`src/rtl/stack_rpn_ctrl_if.sv`:
```
// Bus bundles around the RPN sequencer: the command side (switch/button logic to sequencer)
// and the stack side (sequencer to the LIFO). The sequencer is slave on cmd, master on stk.

interface rpn_cmd_if #(
    parameter int WIDTH = 4
);
    logic             cmd_valid;
    logic             cmd_ready;
    logic [2:0]       cmd_op;
    logic [WIDTH-1:0] cmd_operand;
    logic [WIDTH-1:0] result;
    logic             result_valid;
    logic             err;
    logic [3:0]       depth;

    modport master (
        output cmd_valid, cmd_op, cmd_operand,
        input  cmd_ready, result, result_valid, err, depth
    );

    modport slave (
        input  cmd_valid, cmd_op, cmd_operand,
        output cmd_ready, result, result_valid, err, depth
    );
endinterface

interface rpn_stk_if #(
    parameter int WIDTH = 4
);
    logic             stk_push;
    logic             stk_pop;
    logic [WIDTH-1:0] stk_din;
    logic [WIDTH-1:0] stk_dout;
    logic             stk_full;
    logic             stk_empty;

    modport master (
        output stk_push, stk_pop, stk_din,
        input  stk_dout, stk_full, stk_empty
    );

    modport slave (
        input  stk_push, stk_pop, stk_din,
        output stk_dout, stk_full, stk_empty
    );
endinterface

```
`src/rtl/stack_rpn_ctrl.sv`:
```
// Reverse-Polish command sequencer driving the push/pop side of a DEPTH x WIDTH LIFO.
// Tracks its own depth, rejects over/underflowing commands and pulses each result once.
//
// state  | meaning
// -------+-----------------------------------------------------------
// IDLE   | ready for a command; legality checked at the accept edge
// PUSHL  | push the captured literal
// POPA   | pop top entry (operand A / DUP / DROP source)
// POPB   | pop second entry; A captured from stack output
// CAPA   | capture popped value for DUP / DROP
// EXEC   | capture B, compute res = f(B, A)
// PUSHA  | first push of a DUP (copy of A)
// PUSHR  | push res
// DONE   | one-cycle result_valid with result
// ERR    | one-cycle err pulse, nothing else changes

module stack_rpn_ctrl #(
    parameter int DEPTH = 8,
    parameter int WIDTH = 4
) (
    input logic       clk,
    input logic       rst,
    rpn_cmd_if.slave  cmd,
    rpn_stk_if.master stk
);

    localparam logic [3:0] DEPTH_C = 4'(DEPTH);

    typedef enum logic [2:0] {
        OP_PUSH = 3'd0,
        OP_ADD  = 3'd1,
        OP_SUB  = 3'd2,
        OP_AND  = 3'd3,
        OP_OR   = 3'd4,
        OP_XOR  = 3'd5,
        OP_DUP  = 3'd6,
        OP_DROP = 3'd7
    } op_e;

    typedef enum logic [3:0] {
        S_IDLE,
        S_PUSHL,
        S_POPA,
        S_POPB,
        S_CAPA,
        S_EXEC,
        S_PUSHA,
        S_PUSHR,
        S_DONE,
        S_ERR
    } state_e;

    state_e           state_q, state_d;
    op_e              op_q, op_d;
    logic [WIDTH-1:0] operand_q, operand_d;
    logic [WIDTH-1:0] a_q, a_d;
    logic [WIDTH-1:0] res_q, res_d;
    logic [WIDTH-1:0] result_q, result_d;
    logic [3:0]       depth_q, depth_d;
    logic             cmd_legal;
    logic             op_is_binary;

    // B is the deeper operand, so SUB is B - A; carries are dropped by the width.
    function automatic logic [WIDTH-1:0] alu(input op_e op,
                                             input logic [WIDTH-1:0] b,
                                             input logic [WIDTH-1:0] a);
        logic [WIDTH-1:0] r;
        case (op)
            OP_ADD:  r = b + a;
            OP_SUB:  r = b - a;
            OP_AND:  r = b & a;
            OP_OR:   r = b | a;
            OP_XOR:  r = b ^ a;
            default: r = a;
        endcase
        return r;
    endfunction

    always_comb begin
        cmd_legal = 1'b0;
        case (op_e'(cmd.cmd_op))
            OP_PUSH: cmd_legal = (depth_q < DEPTH_C);
            OP_DUP:  cmd_legal = (depth_q >= 4'd1) && (depth_q <= DEPTH_C - 4'd1);
            OP_DROP: cmd_legal = (depth_q >= 4'd1);
            default: cmd_legal = (depth_q >= 4'd2);
        endcase
    end

    assign op_is_binary = (op_q != OP_PUSH) && (op_q != OP_DUP) && (op_q != OP_DROP);

    always_comb begin
        state_d   = state_q;
        op_d      = op_q;
        operand_d = operand_q;
        a_d       = a_q;
        res_d     = res_q;
        depth_d   = depth_q;
        result_d  = result_q;

        case (state_q)
            S_IDLE: begin
                if (cmd.cmd_valid) begin
                    op_d      = op_e'(cmd.cmd_op);
                    operand_d = cmd.cmd_operand;
                    if (!cmd_legal)
                        state_d = S_ERR;
                    else if (op_e'(cmd.cmd_op) == OP_PUSH)
                        state_d = S_PUSHL;
                    else
                        state_d = S_POPA;
                end
            end
            S_PUSHL: begin
                res_d   = operand_q;
                depth_d = depth_q + 4'd1;
                state_d = S_DONE;
            end
            S_POPA: begin
                depth_d = depth_q - 4'd1;
                state_d = op_is_binary ? S_POPB : S_CAPA;
            end
            S_POPB: begin
                depth_d = depth_q - 4'd1;
                a_d     = stk.stk_dout;
                state_d = S_EXEC;
            end
            S_EXEC: begin
                res_d   = alu(op_q, stk.stk_dout, a_q);
                state_d = S_PUSHR;
            end
            S_CAPA: begin
                a_d     = stk.stk_dout;
                res_d   = stk.stk_dout;
                state_d = (op_q == OP_DUP) ? S_PUSHA : S_DONE;
            end
            S_PUSHA: begin
                depth_d = depth_q + 4'd1;
                state_d = S_PUSHR;
            end
            S_PUSHR: begin
                depth_d = depth_q + 4'd1;
                state_d = S_DONE;
            end
            S_DONE:  state_d = S_IDLE;
            S_ERR:   state_d = S_IDLE;
            default: state_d = S_IDLE;
        endcase

        if (state_d == S_DONE)
            result_d = res_d;
    end

    always_ff @(posedge clk or posedge rst) begin
        if (rst) begin
            state_q   <= S_IDLE;
            op_q      <= OP_PUSH;
            operand_q <= '0;
            a_q       <= '0;
            res_q     <= '0;
            result_q  <= '0;
            depth_q   <= '0;
        end else begin
            state_q   <= state_d;
            op_q      <= op_d;
            operand_q <= operand_d;
            a_q       <= a_d;
            res_q     <= res_d;
            result_q  <= result_d;
            depth_q   <= depth_d;
        end
    end

    // Stack strobes and data depend only on registered state.
    always_comb begin
        stk.stk_push = 1'b0;
        stk.stk_pop  = 1'b0;
        stk.stk_din  = '0;
        case (state_q)
            S_PUSHL: begin
                stk.stk_push = 1'b1;
                stk.stk_din  = operand_q;
            end
            S_PUSHA: begin
                stk.stk_push = 1'b1;
                stk.stk_din  = a_q;
            end
            S_PUSHR: begin
                stk.stk_push = 1'b1;
                stk.stk_din  = res_q;
            end
            S_POPA, S_POPB: stk.stk_pop = 1'b1;
            default: ;
        endcase
    end

    assign cmd.cmd_ready    = (state_q == S_IDLE);
    assign cmd.result       = result_q;
    assign cmd.result_valid = (state_q == S_DONE);
    assign cmd.err          = (state_q == S_ERR);
    assign cmd.depth        = depth_q;

    // The stack flags are not used for control; they only cross-check the local depth count.
    a_flags_track_depth: assert property (@(posedge clk) disable iff (rst)
        (state_q != S_IDLE) ||
        ((stk.stk_full == (depth_q == DEPTH_C)) && (stk.stk_empty == (depth_q == 4'd0))));

    a_no_push_when_full: assert property (@(posedge clk) disable iff (rst)
        !(stk.stk_push && stk.stk_full));

    a_no_pop_when_empty: assert property (@(posedge clk) disable iff (rst)
        !(stk.stk_pop && stk.stk_empty));

endmodule
```
`src/flat_wrapper.sv`:
```
// flat-port wrapper written by rule: the top's interface ports become plain ports
module stack_rpn_ctrl_flat 
#(
    parameter int DEPTH = 8,
    parameter int WIDTH = 4
)
  (clk, rst, cmd_cmd_valid, cmd_cmd_op, cmd_cmd_operand, cmd_cmd_ready, cmd_result, cmd_result_valid, cmd_err, cmd_depth, stk_stk_push, stk_stk_pop, stk_stk_din, stk_stk_dout, stk_stk_full, stk_stk_empty);
  rpn_cmd_if #(.WIDTH(WIDTH)) cmd_i ();
  rpn_stk_if #(.WIDTH(WIDTH)) stk_i ();
  input logic clk;
  input logic rst;
  input wire logic [$bits(cmd_i.cmd_valid)-1:0] cmd_cmd_valid;
  input wire logic [$bits(cmd_i.cmd_op)-1:0] cmd_cmd_op;
  input wire logic [$bits(cmd_i.cmd_operand)-1:0] cmd_cmd_operand;
  output wire logic [$bits(cmd_i.cmd_ready)-1:0] cmd_cmd_ready;
  output wire logic [$bits(cmd_i.result)-1:0] cmd_result;
  output wire logic [$bits(cmd_i.result_valid)-1:0] cmd_result_valid;
  output wire logic [$bits(cmd_i.err)-1:0] cmd_err;
  output wire logic [$bits(cmd_i.depth)-1:0] cmd_depth;
  output wire logic [$bits(stk_i.stk_push)-1:0] stk_stk_push;
  output wire logic [$bits(stk_i.stk_pop)-1:0] stk_stk_pop;
  output wire logic [$bits(stk_i.stk_din)-1:0] stk_stk_din;
  input wire logic [$bits(stk_i.stk_dout)-1:0] stk_stk_dout;
  input wire logic [$bits(stk_i.stk_full)-1:0] stk_stk_full;
  input wire logic [$bits(stk_i.stk_empty)-1:0] stk_stk_empty;
  assign cmd_i.cmd_valid = cmd_cmd_valid;
  assign cmd_i.cmd_op = cmd_cmd_op;
  assign cmd_i.cmd_operand = cmd_cmd_operand;
  assign cmd_cmd_ready = cmd_i.cmd_ready;
  assign cmd_result = cmd_i.result;
  assign cmd_result_valid = cmd_i.result_valid;
  assign cmd_err = cmd_i.err;
  assign cmd_depth = cmd_i.depth;
  assign stk_stk_push = stk_i.stk_push;
  assign stk_stk_pop = stk_i.stk_pop;
  assign stk_stk_din = stk_i.stk_din;
  assign stk_i.stk_dout = stk_stk_dout;
  assign stk_i.stk_full = stk_stk_full;
  assign stk_i.stk_empty = stk_stk_empty;
  stack_rpn_ctrl #(.DEPTH(DEPTH), .WIDTH(WIDTH)) u_core (.clk(clk), .rst(rst), .cmd(cmd_i), .stk(stk_i));
endmodule
```
`config.mk`:
```
export PLATFORM = sky130hd
export DESIGN_NAME = stack_rpn_ctrl_flat
export DESIGN_NICKNAME = d
export VERILOG_FILES = /design/src/rtl/stack_rpn_ctrl_if.sv /design/src/rtl/stack_rpn_ctrl.sv /design/src/flat_wrapper.sv
export SDC_FILE = /design/constraint.sdc
export NUM_CORES = 1
export LEC_CHECK = 0
export CORE_UTILIZATION = 54
export CTS_CLUSTER_SIZE = 10
export DETAILED_ROUTE_END_ITERATION = 8
export PLACE_DENSITY = 0.8
export SLEW_MARGIN = 30
export SYNTH_ARGS = -nofsm -noshare
export SYNTH_HDL_FRONTEND = slang
export SYNTH_SLANG_ARGS = --single-unit
export TNS_END_PERCENT = 20
```
`constraint.sdc`:
```
create_clock -name clk -period 2.4 [get_ports clk]
set_input_delay 0.24 -clock clk [delete_from_list [all_inputs] [get_ports clk]]
set_output_delay 0.24 -clock clk [all_outputs]
set_load 0.01 [all_outputs]
```
==> flow_metrics.py <==
metrics = {
    "final_layout": {
        "final_nets": 292,
        "finalInstanceArea_um2": 2560,
        "final_layout_size_suffix_gt1_share_pct": 12.74,
        "final_cell_mix": "clkdlybuf4s50_1, dfrtp_1, buf_4, inv_1, ha_1",
        "antenna_cells": 0,
        "fin_util_pct": 69.40,
        "stdcell_count": 307,
        "syn_to_final_growth_pct": 22.44,
        "mostFrequentLayoutCell": "clkdlybuf4s50_1",
    },
    "global_route": {
        "grt_max_degree": 28,
        "grt_pass1_vias": 1764,
        "grt_overflow": 0,
        "grt_pass1_wl_mm": 8.652,
        "antenna_found_initial": 0,
        "gr-usage-all-layers_pct": 27.50,
    },
    "floorplan": {
        "initial_core_util_pct": 56.68,
        "dieArea_um2": 4125,
        "fp.dieH_um": 64.23,
        "pin_count": 33,
        "std_cell_rows": 22,
        "coreArea_um2": 3689,
        "die_w_um": 64.23,
    },
    "synth": {
        "synth_edf_count": 0,
        "ys_warn_count": 0,
        "postSynthCellCount": 220,
        "synthesis.area_um2": 2091,
        "synth_seq_cells": 27,
        "async_flop_share_pct": 100.0,
        "syn-num-nets": 252,
        "synthDistinctLibCells": 63,
        "avgSynthCellArea_um2": 9.503,
        "seq_area_frac_synth_pct": 32.32,
        "yosys_most_used_dff": "dfrtp_1",
    },
    "sta": {
        "tightestPinTransition_ns": 0.4256,
        "tns_ns": 0,
        "rsz0062_at_grt": "false",
        "fin_skew_ns": 0.003205,
        "fmax_mhz": 436.3,
        "maxSlewHeadroom_pct": 71.41,
        "fin_crit_ns": 2.292,
        "layout_worst_path_cycle_share_pct": 95.50,
        "drv_slew": 0,
        "finalHoldViolCount": 0,
        "setup_viol": 0,
    },
    "power_and_ir_drop": {
        "p_leak_nw": 1.076,
        "ir_worst_vdd_mv": 0.6598,
        "pwr_density_cell_nw_per_um2": 1388,
    },
    "placed_design": {
        "port_buffers": 30,
        "postPlaceCellArea_um2": 2512,
        "dp.final_hpwl_mm": 3.855,
        "placed_cells": 303,
        "gp_congestion": 0.8835,
    },
    "clock_network": {
        "cts_max_level": 1,
        "cts_made_buffers": 3,
        "clk_path_buf_depth": 2,
        "cts_tree": "yes",
        "clock-root-buffer": "clkbuf_8",
        "clk_pin_slew_worst_paths_ns": 0.10,
        "clock-sinks": 27,
        "clk_latency_ns": 0.28,
    },
    "routing": {
        "wl_per_cell_um": 16.73,
        "routed_wl_mm": 5.136,
        "drcViolationCount": 0,
        "via_per_inst": 6.036,
        "via_count": 1853,
        "ant_nets": 0,
        "drt_iter0_markers": 127,
        "dr.pass1.iters": 4,
    },
    "critical_path": {
        "end_kind": "flop",
        "required_ns": 2.54,
        "critPathBufInv": 0,
        "cp_data_arrival_time_ns": 2.43,
        "crit_chain": "nor3b_2 > mux2_2 > fa_1 > xnor2_1 > and3_1 > o221ai_1 > a31oi_1",
        "slowest_stage": "fa_1",
        "critPathMaxStageDelay_ns": 0.42,
        "cp_max_fo": 2,
        "start_kind": "flop",
        "cp_top_family": "simple AND/OR/NAND/NOR gates",
        "path_class": "flop to flop",
    },
    "min_path": {
        "hold_class": "primary input to async pin",
    },
    "run_status": {
        "status": "complete, no violations",
    },
    "job": {
        "drv_cap": 0,
    },
}
[registers in the layout (all words and copies together) (netlist names)]
signal,count
u_core.a_q,4
u_core.cmd.depth,4
u_core.cmd.result,4
u_core.op_q,3
u_core.operand_q,4
u_core.res_q,4
u_core.state_q,4
[cells by family (layout without fill, tap and decap cells)]
logic type	count (synthesis)	count (layout)	share of synthesized area, %
xor+xnor	8	8	3.351
buf+inv	27	66	5.685
flops	27	27	32.32
compound gates	62	62	21.19
fa+ha+maj	16	16	9.934
mux	17	17	8.678
simple gates	63	63	18.85
[cell usage after synthesis (2+ instances only)]
library cell / n / area, um^2
dfrtp_1: 27 / 675.7
ha_1: 15 / 187.7
inv_1: 15 / 56.30
nor2_1: 12 / 45.04
nand2_1: 11 / 41.29
a21oi_1: 8 / 40.04
buf_2: 8 / 40.04
mux2_1: 8 / 90.09
mux2i_1: 8 / 80.08
nor2b_1: 8 / 50.05
o21ai_0: 8 / 40.04
a31oi_1: 7 / 43.79
xnor2_1: 7 / 61.31
o21ai_1: 5 / 25.02
a22oi_1: 4 / 30.03
nand3_1: 4 / 20.02
a22o_1: 3 / 26.28
nor4_1: 3 / 18.77
o221ai_1: 3 / 26.28
a211oi_1: 2 / 15.01
a221o_1: 2 / 20.02
and2_1: 2 / 12.51
and3_1: 2 / 12.51
clkbuf_1: 2 / 7.510
nand2b_1: 2 / 12.51
nand3b_1: 2 / 15.01
nor3_1: 2 / 10.01
nor3b_2: 2 / 25.02
nor4b_1: 2 / 17.52
o21a_1: 2 / 15.01
or3_1: 2 / 12.51
[path summary, 6_finish.rpt]
| check | startpoint | to | slack, ns | cells after the start |
|---|---|---|---|---|
| worst min register to register | u_core.cmd.result[1] | u_core.cmd.result[1] | 0.51 | 1 |
| max in group asynchronous | rst | u_core.state_q[1] | 1.80 | 3 |
| min in group clk | u_core.cmd.result[1] | u_core.cmd.result[1] | 0.51 | 1 |
| worst max register to register | u_core.op_q[0] | u_core.cmd.result[2] | 0.11 | 7 |
| worst min-delay path | rst | u_core.cmd.depth[3] | 0.31 | 3 |
| worst max-delay path | u_core.op_q[0] | u_core.cmd.result[2] | 0.11 | 7 |
[through the flow]
step | total power [mW] | hold WS (ns) | worst slack (ns)
finish | 3.554 | 0.3091 | 0.1080
floorplan | 2.479 | 0.2927 | 0.2321
detailed placement | 3.264 | 0.4874 | 0.1129
global placement | 3.173 | 0.4824 | 0.1564
CTS | 3.541 | 0.3225 | 0.08268
global route | 3.872 | 0.3568 | 0.004802
[final cells by class]
class                   instances  area, um^2
repair buffers                 46       420.4
clock buffers                   3       41.29
multi-input cells             166        1296
clock inverters                 1       5.005
inverters                      16       60.06
flip-flops and latches         27       676.9
fillers                       294        1129
well taps                      48       60.06
[worst reg2reg max path, stage by stage (launching register included)]
cell and delay [ns]:
dfrtp_1 0.41, nor3b_2 0.26, mux2_2 0.39, fa_1 0.42
xnor2_1 0.14, and3_1 0.18, o221ai_1 0.21, a31oi_1 0.14
[where the power goes]
part           switching [mW]  total (mW)  internal (mW)
sequential              0.246       0.930          0.684
clock                   0.151       0.268          0.117
combinational            1.21        2.36           1.15
[routing by layer]
metal / wire [um] / up-vias / track usage (%)
li1: - / 895 / -
met1: 2378 / 886 / 39.37
met2: 2373 / 62 / 42.82
met3: 280 / 10 / 3.571
met4: 103 / 0 / 8.889
met5: 0 / - / 0
[what timing repair did]
action / CTS / global route
resized for setup: 0 / 1
endpoints found under the setup margin: 0 / 2
hold buffers: 0 / 0
setup buffers: 0 / 0
Note: power is estimated with default switching activity, not from simulation.
